`src/rtl/pc_lut_sequencer.sv`:
```
// Program-counter sequencer with a 16-entry jump-target table loaded over a
// valid/ready stream at boot, then sequencing the fetch PC (increment/branch/stall/halt).
module pc_lut_sequencer #(
    parameter int PC_WIDTH = 12,
    parameter logic [PC_WIDTH-1:0] RESET_PC = '0
) (
    input  logic                clk,
    input  logic                reset,
    input  logic                cfg_valid,
    output logic                cfg_ready,
    input  logic [PC_WIDTH-1:0] cfg_data,
    input  logic                start,
    input  logic                branch_taken,
    input  logic [3:0]          branch_index,
    input  logic                stall,
    input  logic                halt_req,
    output logic [PC_WIDTH-1:0] pc,
    output logic                lut_loaded,
    output logic                running,
    output logic                halted
);

    localparam logic [1:0] ST_LOAD = 2'd0;
    localparam logic [1:0] ST_IDLE = 2'd1;
    localparam logic [1:0] ST_RUN  = 2'd2;
    localparam logic [1:0] ST_HALT = 2'd3;

    localparam logic [PC_WIDTH-1:0] PC_ONE = PC_WIDTH'(1);

    logic [1:0]          state_reg, state_next;
    logic [PC_WIDTH-1:0] pc_reg, pc_next;
    logic [3:0]          cnt_reg;
    logic                loaded_reg;
    logic [PC_WIDTH-1:0] entry_reg [16];
    logic [15:0]         entry_we;
    logic                cfg_write;

    assign cfg_ready = (state_reg == ST_LOAD);
    assign cfg_write = cfg_valid && cfg_ready;

    // One-hot write enable per table entry, selected by the load counter.
    generate
        for (genvar gi = 0; gi < 16; gi++) begin : g_entry_we
            assign entry_we[gi] = cfg_write && (cnt_reg == 4'(gi));
        end
    endgenerate

    always_ff @(posedge clk) begin
        for (int i = 0; i < 16; i++) begin
            if (reset) begin
                entry_reg[i] <= '0;
            end else if (entry_we[i]) begin
                entry_reg[i] <= cfg_data;
            end
        end
    end

    always_comb begin
        state_next = state_reg;
        pc_next    = pc_reg;
        case (state_reg)
            ST_LOAD: begin
                if (cfg_write && (cnt_reg == 4'd15)) begin
                    state_next = ST_IDLE;
                end
            end
            ST_IDLE: begin
                pc_next = RESET_PC;
                if (start) begin
                    state_next = ST_RUN;
                end
            end
            ST_RUN: begin
                // A stalled branch is dropped; the fetch stage re-presents it.
                if (halt_req) begin
                    state_next = ST_HALT;
                end else if (stall) begin
                    pc_next = pc_reg;
                end else if (branch_taken) begin
                    pc_next = entry_reg[branch_index];
                end else begin
                    pc_next = pc_reg + PC_ONE;
                end
            end
            ST_HALT: begin
                if (start) begin
                    state_next = ST_RUN;
                    pc_next    = RESET_PC;
                end
            end
            default: begin
                state_next = ST_LOAD;
                pc_next    = RESET_PC;
            end
        endcase
    end

    always_ff @(posedge clk) begin
        if (reset) begin
            state_reg  <= ST_LOAD;
            pc_reg     <= RESET_PC;
            cnt_reg    <= 4'd0;
            loaded_reg <= 1'b0;
        end else begin
            state_reg <= state_next;
            pc_reg    <= pc_next;
            if (cfg_write) begin
                cnt_reg <= cnt_reg + 4'd1;
                if (cnt_reg == 4'd15) begin
                    loaded_reg <= 1'b1;
                end
            end
        end
    end

    assign pc         = pc_reg;
    assign lut_loaded = loaded_reg;
    assign running    = (state_reg == ST_RUN);
    assign halted     = (state_reg == ST_HALT);

endmodule

```
`config.mk`:
```
export PLATFORM = sky130hd
export DESIGN_NAME = pc_lut_sequencer
export DESIGN_NICKNAME = d
export VERILOG_FILES = /design/src/rtl/pc_lut_sequencer.sv
export SDC_FILE = /design/constraint.sdc
export NUM_CORES = 1
export LEC_CHECK = 0
export CAP_MARGIN = 20
export CORE_ASPECT_RATIO = 1.1
export CORE_MARGIN = 2
export CORE_UTILIZATION = 40
export DETAILED_ROUTE_END_ITERATION = 12
export PLACE_DENSITY = 0.58
export SLEW_MARGIN = 20
export SYNTH_ARGS = -nofsm -noshare
export SYNTH_HDL_FRONTEND = slang
export SYNTH_SLANG_ARGS = --single-unit
```
`constraint.sdc`:
```
create_clock -name clk -period 4.6 [get_ports clk]
set_clock_uncertainty 0.2 [all_clocks]
set_input_delay 1.15 -clock clk [delete_from_list [all_inputs] [get_ports clk]]
set_output_delay 1.15 -clock clk [all_outputs]
set_load 0.02 [all_outputs]
```
Word level (Yosys, flattened, before mapping). Memories as Yosys holds them, arrays and structs flattened. Cells that the tools add are included.

Output and inout port bits: 16. Register bits: 19. Bits in writable memories: 192. Logic and storage cells: 146. Input port bits: 23. Memories kept: 1.

Memories: entry_reg (words 16, bits a word 12, rd ports 1, clocked after memory_dff 0, wr ports 16, RTL line 34) `logic [PC_WIDTH-1:0] entry_reg [16];`.

Multiplexer cells: 75. Add/subtract/negate cells: 2. Eq/ne operators: 24. Bitwise operators: 16. Reductions and logical operators: 24.

Operators with widths (count): $mux W12 (20); $mux W1 (50); $pmux W12 S3 (1); $eq A4 B4 Y1 const B (8); $logic_and A1 B1 Y1 (17); $eq A4 B3 Y1 const B (4); $or A1 B1 Y1 (16); $add A12 B1 Y12 const B (1); $eq A4 B2 Y1 const B (2); $ne A2 B2 Y1 const B (4); $mux W2 (3); $pmux W2 S3 (1); $add A4 B1 Y4 const B (1); $eq A2 B2 Y1 const B (2); $eq A4 B1 Y1 const B (1); $logic_not A4 Y1 (1); $ne A2 B1 Y1 const B (2); $reduce_and A4 Y1 (1); $reduce_and A3 Y1 (1); $reduce_bool A3 Y1 (1); $eq A2 B1 Y1 const B (1); $logic_not A2 Y1 (1); $reduce_and A2 Y1 (1); $reduce_or A2 Y1 (1).

Logic depth before layout (Yosys ltp). Gate-level depths: netlist of the first run.

Depth in word-level cells: 7. Depth in mapped cells: 8. Gate-level depth less buffers: 6.

Worst setup path before layout of the first run. Ideal clock, no wire load.

Path type: input to register. Start point: input reset. End point: memory entry_reg[14][0], enable pin. Data required time: 4.017 ns. Cell stages on the path: 4. Path slack: 1.612 ns. Library setup time: 0.383 ns. Path buffers: 3. Data arrival time: 2.405 ns. Cells stage by stage: clkbuf_1 -> clkbuf_1 -> clkbuf_1 -> o21bai_1.

RTL lines: from (decl) (RTL line 8) `input logic reset,`; to (decl) (RTL line 34).

Worst setup path in the final report of the first run.
Start point: register state_reg[0]. End point: output cfg_ready.

Longest elaborated chain between the ends: 1.

Ends and longest elaborated chain: from (decl) (RTL line 30) `logic [1:0] state_reg, state_next;`; from (signal assigned) (RTL line 105) `state_reg <= state_next;`; $logic_not A2 Y1 (RTL line 38) `assign cfg_ready = (state_reg == ST_LOAD);`; to (decl) (RTL line 10) `output logic cfg_ready,`.

No other way between the ends.

==> summary by stage, run 1 <==
Final layout
In the final layout, the share of cells above drive strength 1 is 13.37%. The final instance area is 0.01149 sq mm. After the last flow step, the layout net total stands at 789.

In the layout the commonest cells are and2_1, edfxtp_1, mux4_2, nor2_1, clkdlybuf4s50_1. The library cell used most frequently in the layout, excluding fill and tap cells, is and2_1. Counting the fill cells in the layout gives 2,120.

The number of flip-flops in the largest register is 192. The repair_antennas step left the layout with diodes totalling 0. The synthesis-to-layout area growth is 14.41%.

Floorplanning
The core region is 0.02455 sq mm. The y dimension of the die is 170.2 um. The floorplan has 60 rows. The starting utilization of the core area is 40.93%. In this run the count of I/O pins placed on the die edge is 39. The die footprint is 0.02640 sq mm. The chip width is 155.1 um.

Clock network
Clock tree synthesis found a total of 211 sinks. Counting the buffers created by CTS gives 23. In this run the post-CTS setup repair buffer count came out at 0. In this run, post-CTS repair resized a total of 0 instances.

TritonCTS built the clock tree. The H-tree depth is 1. After clock tree synthesis, the flow added hold-fix buffers numbering 0. After clock tree synthesis, the clock-pin slew on the worst setup and hold paths is 0.06 ns. The worst-skew pair later-pin latency is 0.51 ns. The longest clock path from root to sink contains 3 buffers. The root buffer cell chosen for the clock tree is clkbuf_16.

Power
Net switching is 22.12% of the power. In this run the power spent charging and discharging nets is 956.4 uW. The total chip power is 4323 uW. The maximum vdd ir drop is 0.0001768 V. The sequential cell fraction of total power is 50.5%. In this run the power density over the cells is 376.1 mW/mm^2. The combinational power share is 7.1%. The internal power of the cells totals 3367 uW.

The standby leakage power is 0.004245 uW. The proportion of power drawn by the clock network is 42.4%.

Setup path
The cell depth of the worst setup path is 2. The critical path is of the reg -> out type. The endpoint class of the critical path is an output port. The cell count of the worst reg-to-reg path is 4. The kind of cell adding the most delay to the critical path is buffers and inverters. The critical path goes through nor2_1, clkdlybuf4s50_1. The count of buffering cells on the critical path with inverters included is 1.

Along the worst path, the maximum fanout reaches 10. The sort of element at the start of the critical path is a flip-flop. The largest stage delay on the critical path is 0.74 ns. On the critical path, the stage with the largest delay is an instance of clkdlybuf4s50_1. The arrival time at the worst endpoint is 2.30 ns. The critical path required time is 3.25 ns.

Timing
The post-route clock period utilization is 79.37%. The remaining max-slew budget at the tightest pin is 37.92%. Setup slack on the critical path of the routed design comes to 0.9490 ns. The clock period could shrink to 3.651 ns. The count of final max-slew check failures is 0. The final-report setup violation count is 0. Timing would allow up to 273.9 MHz.

At the pin with the least slew margin, the transition time is 0.9282 ns. Setup repair after global routing left no endpoint under its margin. The total negative slack is 0 ns.

The final number of hold-violating endpoints came to 0.

Hold path
The cell depth of the worst hold path is 2. The type of the worst min-delay path is reg -> reg.

Global routing
Entering global routing, the biggest net connects 35 pins. The number of antenna violations at the first check in global routing came to 1. The total overflow left after global routing is 0. The first global-routing pass estimated 39,140 um of wire. Global routing used 20.34% of the available tracks. The number of global-route vias before repair is 6,079.

Run status
The flow ran to the end, and the final reports show no timing, DRC or antenna violations.

Logic synthesis
The total standard cell area after synthesis is 0.01005 sq mm. After synthesis, the mean cell area works out to 13.84 sq um. The share of the Yosys chip area taken by registers is 61.17%. The post-synth net total is 754. The number of standard cells after synthesis is 726. For this run, the leading register cell type out of synthesis is edfxtp_1. The number of synthesized flops with an enable pin is 192. The synthesized netlist contains 51 unique library cells.

Counting flops with an async set or reset pin after synthesis yields a share of 0%. The register bit total from synthesis is 211. During synthesis, Yosys emitted a total of 0 warnings.

Route
The first TritonRoute pass finished after 5 iterations. The routed layout has 6,024 vias. For this block, the routed nets add up to 26,180 um of wire. The average vias per placed instance is 5.537. The detail route stage leaves a number of antenna-violating nets equal to 0. For this run, design rule violations remaining after detail routing come to 0. After the first detailed-routing iteration, the DRC count stood at 417. The per-cell routed wire length is 24.06 um.

Job
The max capacitance violation total is 0.

Place
Detailed placement finished with a half-perimeter wire length of 17,160 um. Timing analysis after detailed placement gives a worst setup slack of 0.8920 ns. The area after detailed placement is 0.01076 sq mm. The routability congestion estimate is 0.8443.

The port buffer count is 38.
==> worst register-to-register path, delay by kind of cell (launching register included) <==
kind / cells / cell delay (ns)
flops: 1 / 0.42
simple gates: 4 / 1.96
==> metal layers <==
metal | track usage [%] | vias up | wire [um] | share of wire [%]
met5 | 0 | - | 0 | 0
met3 | 2.725 | 47 | 1337 | 5.1
li1 | - | 2734 | - | -
met1 | 26.63 | 3057 | 10900 | 42
met2 | 34.94 | 186 | 13080 | 50
met4 | 7.045 | 0 | 862 | 3.3
==> logic make-up (layout without fill, tap and decap cells) <==
| logic type | count (synthesis) | in the layout | synth area share, % |
|---|---|---|---|
| and+or+nand+nor | 316 | 316 | 18.32 |
| muxes | 64 | 64 | 12.25 |
| adders and majority gates | 5 | 5 | 0.6227 |
| buffers and inverters | 61 | 113 | 2.951 |
| AOI/OAI and AO/OA | 65 | 65 | 4.334 |
| DFF | 211 | 211 | 61.17 |
| xor gates and xnor gates | 4 | 4 | 0.3488 |
==> worst paths after layout <==
path	from	endpoint	slack, ns
max	state_reg[0]	cfg_ready	0.95
min	pc[11]	pc[11]	0.28
max reg2reg	state_reg[0]	entry_reg[15][6]	1.65
min reg2reg	pc[11]	pc[11]	0.28
==> cells in the mapped netlist, types with 2 or more instances <==
library cell	count	area [sq um]
and2_1	194	1214
edfxtp_1	192	5766
mux4_2	38	855.8
nor2_1	37	138.9
clkbuf_1	36	135.1
dfxtp_1	19	380.4
mux2i_1	18	180.2
nand2_1	18	67.56
nand3_1	15	75.07
a21o_1	14	105.1
buf_2	13	65.06
a21oi_1	11	55.05
nor3_1	11	55.05
nand2b_1	9	56.30
mux4_1	7	183.9
nor2b_1	7	43.79
o21ai_1	7	35.03
inv_1	6	22.52
ha_1	5	62.56
nand4_1	5	31.28
o21ai_0	5	25.02
and3_1	4	25.02
o22ai_1	4	25.02
a211oi_1	3	22.52
a22oi_1	3	22.52
buf_4	3	22.52
nor3b_1	3	22.52
o211ai_1	3	22.52
o21bai_1	3	22.52
o31ai_1	3	22.52
or4_1	3	22.52
a2111oi_0	2	17.52
a31oi_1	2	12.51
buf_12	2	40.04
or2_2	2	12.51
or3_1	2	12.51
xnor2_1	2	17.52
xor2_1	2	17.52
==> area by class of cell <==
| class | instances | area, sq um | share of cell area (%) |
|---|---|---|---|
| clock buffer | 29 | 598.1 | 5.203 |
| inverter | 6 | 22.52 | 0.1959 |
| tap | 310 | 387.9 | 3.374 |
| sequential | 211 | 6146 | 53.47 |
| timing repair buffer | 65 | 598.1 | 5.203 |
| clock inverter | 13 | 137.6 | 1.197 |
| multi-input combinational | 454 | 3605 | 31.36 |
==> power groups by stage <==
stage	registers [uW]	clock network (uW)	logic, uW
detailed placement	2230	0	308
CTS	2190	1840	309
finish	2180	1830	307
global placement	2220	0	304
floorplan	2210	0	189
global route	2190	1930	326
==> per-stage QoR <==
stage / hold slack [ns] / utilization [%] / instances
6_report: 0.2838 / 46.82 / 1088
5_1_grt: 0.3148 / 46.82 / 1088
4_1_cts: 0.2942 / 46.82 / 1088
3_5_place_dp: 0.2809 / 43.83 / 1046
3_3_place_gp: 0.2558 / 43.83 / 1046
2_1_floorplan: 0.3346 / - / 726
Power figures use the tool's default switching activity.
==> run 2, diff against run 1 <==
PLACE_DENSITY = 0.6   (was 0.58)
clock period = 3.2 ns   (was 4.6 ns; I/O delays follow)
==> summary by stage, run 2 (same netlist as run 1, synthesis figures left out) <==
Run status
The flow ran to the end, and the final reports show no timing, DRC or antenna violations.

Route
The per-cell routed wire length came to 23.70 um (-1.5%). The antenna violation net count after detailed routing is 0 (unchanged). The DRC violations left is 0 (unchanged). The average vias per placed instance is 5.531 (about the same).

The number of DRC markers after the initial detailed-route iteration is 612 (+47%). The routed wire length is 26,360 um (+0.68%). The via total after detailed routing is 6,151 (+2.1%).

The first-pass iteration count of the detailed router was 4 (-1).

Hold path
The startpoint of the tightest hold check path is pc[11]. The min-delay analysis places its worst path in the category reg -> reg. The worst hold path terminates at pc[11]. The cell depth of the worst hold path is 2 (unchanged).

Global routing
The number of global-route vias before repair came to 6,265 (+3.1%). The wire length of the first global-routing pass is 39,850 um (+1.8%). The number of antenna violations at the first check in global routing is 0 (-1). The maximum number of pins on one net before global-route repair is 35 (unchanged). The overall routing resource usage is 20.55% (+0.21 points). The global-route congestion overflow total is 0 (unchanged).

Clock network
The total of hold buffers inserted after clock tree synthesis is 0 (unchanged). The number of clock sinks seen by CTS came to 211 (unchanged). The clock-pin slew of the registers on the worst-case setup and hold paths is 0.06 ns (about the same). The root cell of the clock tree is clkbuf_16. The post-CTS resize count is 0 (unchanged).

The H-tree depth is 1 (unchanged). The number of buffers created by CTS is 24 (+4.3%). The CTS tree is yes. The worst-skew pair later-pin latency is 0.51 ns (about the same). The maximum clock path buffer count is 3 (unchanged). The number of buffers inserted to repair setup after CTS is 0 (unchanged).

Job
The max capacitance violation total was 0 (unchanged).

Timing
Setup repair after global routing left no endpoint under its margin. The transition time at the pin with the least slew margin is 0.7901 ns (-0.1381 ns). The clock period minus worst slack is 2.881 ns. The remaining max-slew budget at the tightest pin is 47.13% (+9.2 points). The count of final max-slew check failures is 0 (unchanged). The post-route clock period utilization is 90.02%. The final worst setup slack is 0.3193 ns (-0.6297 ns). The total negative slack is 0 ns (unchanged). Timing would allow up to 347.1 MHz. The final-report setup violation count is 0 (unchanged). The final number of hold-violating endpoints was 0 (unchanged).

Floorplanning
The die footprint is 0.02640 sq mm (unchanged). The starting utilization of the core area is 40.93% (unchanged). The floorplan core area is 0.02455 sq mm (unchanged).

The number of rows created at floorplan is 60 (unchanged). The y dimension of the die is 170.2 um (unchanged). The I/O pin count came to 39 (unchanged). The chip width is 155.1 um (unchanged).

Setup path
The sort of element at the start of the critical path is a flip-flop. The arrival time at the worst endpoint came to 1.88 ns (-0.42 ns). The kind of cell adding the most delay to the critical path is buffers and inverters. The startpoint of the worst-slack reg-to-reg timing path is state_reg[0].

The cell count of the worst reg-to-reg path is 6 (+2). The count of buffering cells on the critical path with inverters included is 2 (+1). The endpoint class of the critical path is an output port. The worst setup path is of the reg -> out kind. The critical register-to-register path endpoint is entry_reg[13][6]. The register-to-register setup slack is 0.89 ns (-0.76 ns). The critical path goes through nor2_1, buf_4, clkdlybuf4s50_1.

The highest net fanout along the worst path is 10 (unchanged). The critical path required time is 2.20 ns (-1.05 ns). The slowest library cell on the worst path is clkdlybuf4s50_1. The largest stage delay on the critical path came to 0.62 ns (-0.12 ns).

Final layout
The fraction of final layout cells with drive strength greater than 1 is 15.96% (+2.6 points). The number of diodes added for antenna fixing came to 0 (unchanged). The count of non-filler cells in the finished layout is 1,112 (+2.2%). Leaving out fill and tap cells, the most frequent cell in the layout is and2_1. The number of inserted filler cells in the final layout is 2,104 (-0.75%). The area occupied by multi-input gates came to 0.003605 sq mm (unchanged). The library cells used most frequently in the layout, excluding fill and tap cells, are and2_1, edfxtp_1, buf_4, mux4_2, nor2_1.

The synthesis-to-layout area growth is 16.60%. The number of flip-flops in the largest register is 192 (unchanged). The layout net count is 812 (+2.9%). The area taken by flip-flops and latches is 0.006146 sq mm (unchanged).

Place
The routability congestion estimate is 0.8254 (-2.2%). The number of instances in the placed design came to 1,068 (+2.1%). The port buffer count came to 38 (unchanged). The detailed-placement wirelength estimate is 17,610 um (+2.6%). The minimum setup slack after placement came to 0.1903 ns (-0.7017 ns).

Power
The power density over cell area came to 530.5 mW/mm^2 (+41%). The maximum vdd ir drop came to 0.0002967 V (+68%). The standby leakage power is 0.004371 uW (+3.0%).
## run 2: changes by cell type in the layout (fill, tap and decap cells not counted), moves of 2 or more
cell,change
buf_12,+4
bufinv_16,-2
clkbuf_16,+2
buf_4,+18
clkbuf_1,-2
clkinv_1,+2
## run 2: worst reg2reg max path, stage by stage (launching register included)
cell and delay [ns]:
dfxtp_1 0.42, nor2_1 0.15, buf_4 0.19, and2_1 0.28, nand2_1 0.25, o21bai_1 0.26
buf_4 0.27
## run 2: area by class of cell
type                    count  area share (%)
flip-flops and latches    211           52.46
multi-input cells         454           30.77
repair buffers             87           6.942
clock buffers              29           5.468
well taps                 310           3.311
clock inverters            15          0.8544
inverters                   6          0.1922
## run 2: per-stage QoR
step | utilization, % | power, uW | area [sq um] | hold WS (ns)
after floorplan | - | 3452 | 10050 | 0.3346
after global placement | 44.70 | 3659 | 10970 | 0.2577
after detailed placement | 44.70 | 3671 | 10970 | 0.2876
after CTS | 47.72 | 6260 | 11720 | 0.2913
after global routing | 47.72 | 6408 | 11720 | 0.3158
final | 47.72 | 6215 | 11720 | 0.2802
## run 2: worst max path at each step
stage / cells past startpoint / startpoint / end
after floorplan: 4 / reset / entry_reg[14][0]
after global placement: 8 / branch_index[1] / pc[5]
after detailed placement: 6 / halt_req / pc[7]
after CTS: 3 / state_reg[0] / cfg_ready
after global routing: 3 / state_reg[0] / cfg_ready
final: 3 / state_reg[0] / cfg_ready
## run 2: per-layer routing
layer | GRT usage, % | part of all wire, % | wire (um)
met5 | 0 | 0 | 0
met2 | 34.53 | 49 | 12930
met4 | 5.395 | 2.0 | 531
met3 | 3.336 | 5.2 | 1363
met1 | 27.91 | 44 | 11530
## run 2: report_power, final
group	internal (uW)	switching (uW)	total, uW	leakage [uW]
registers	3110	31.4	3140	0.00215
clock network	1510	1100	2610	0.000364
logic	194	278	471	0.00186
total	4810	1410	6210	0.00437
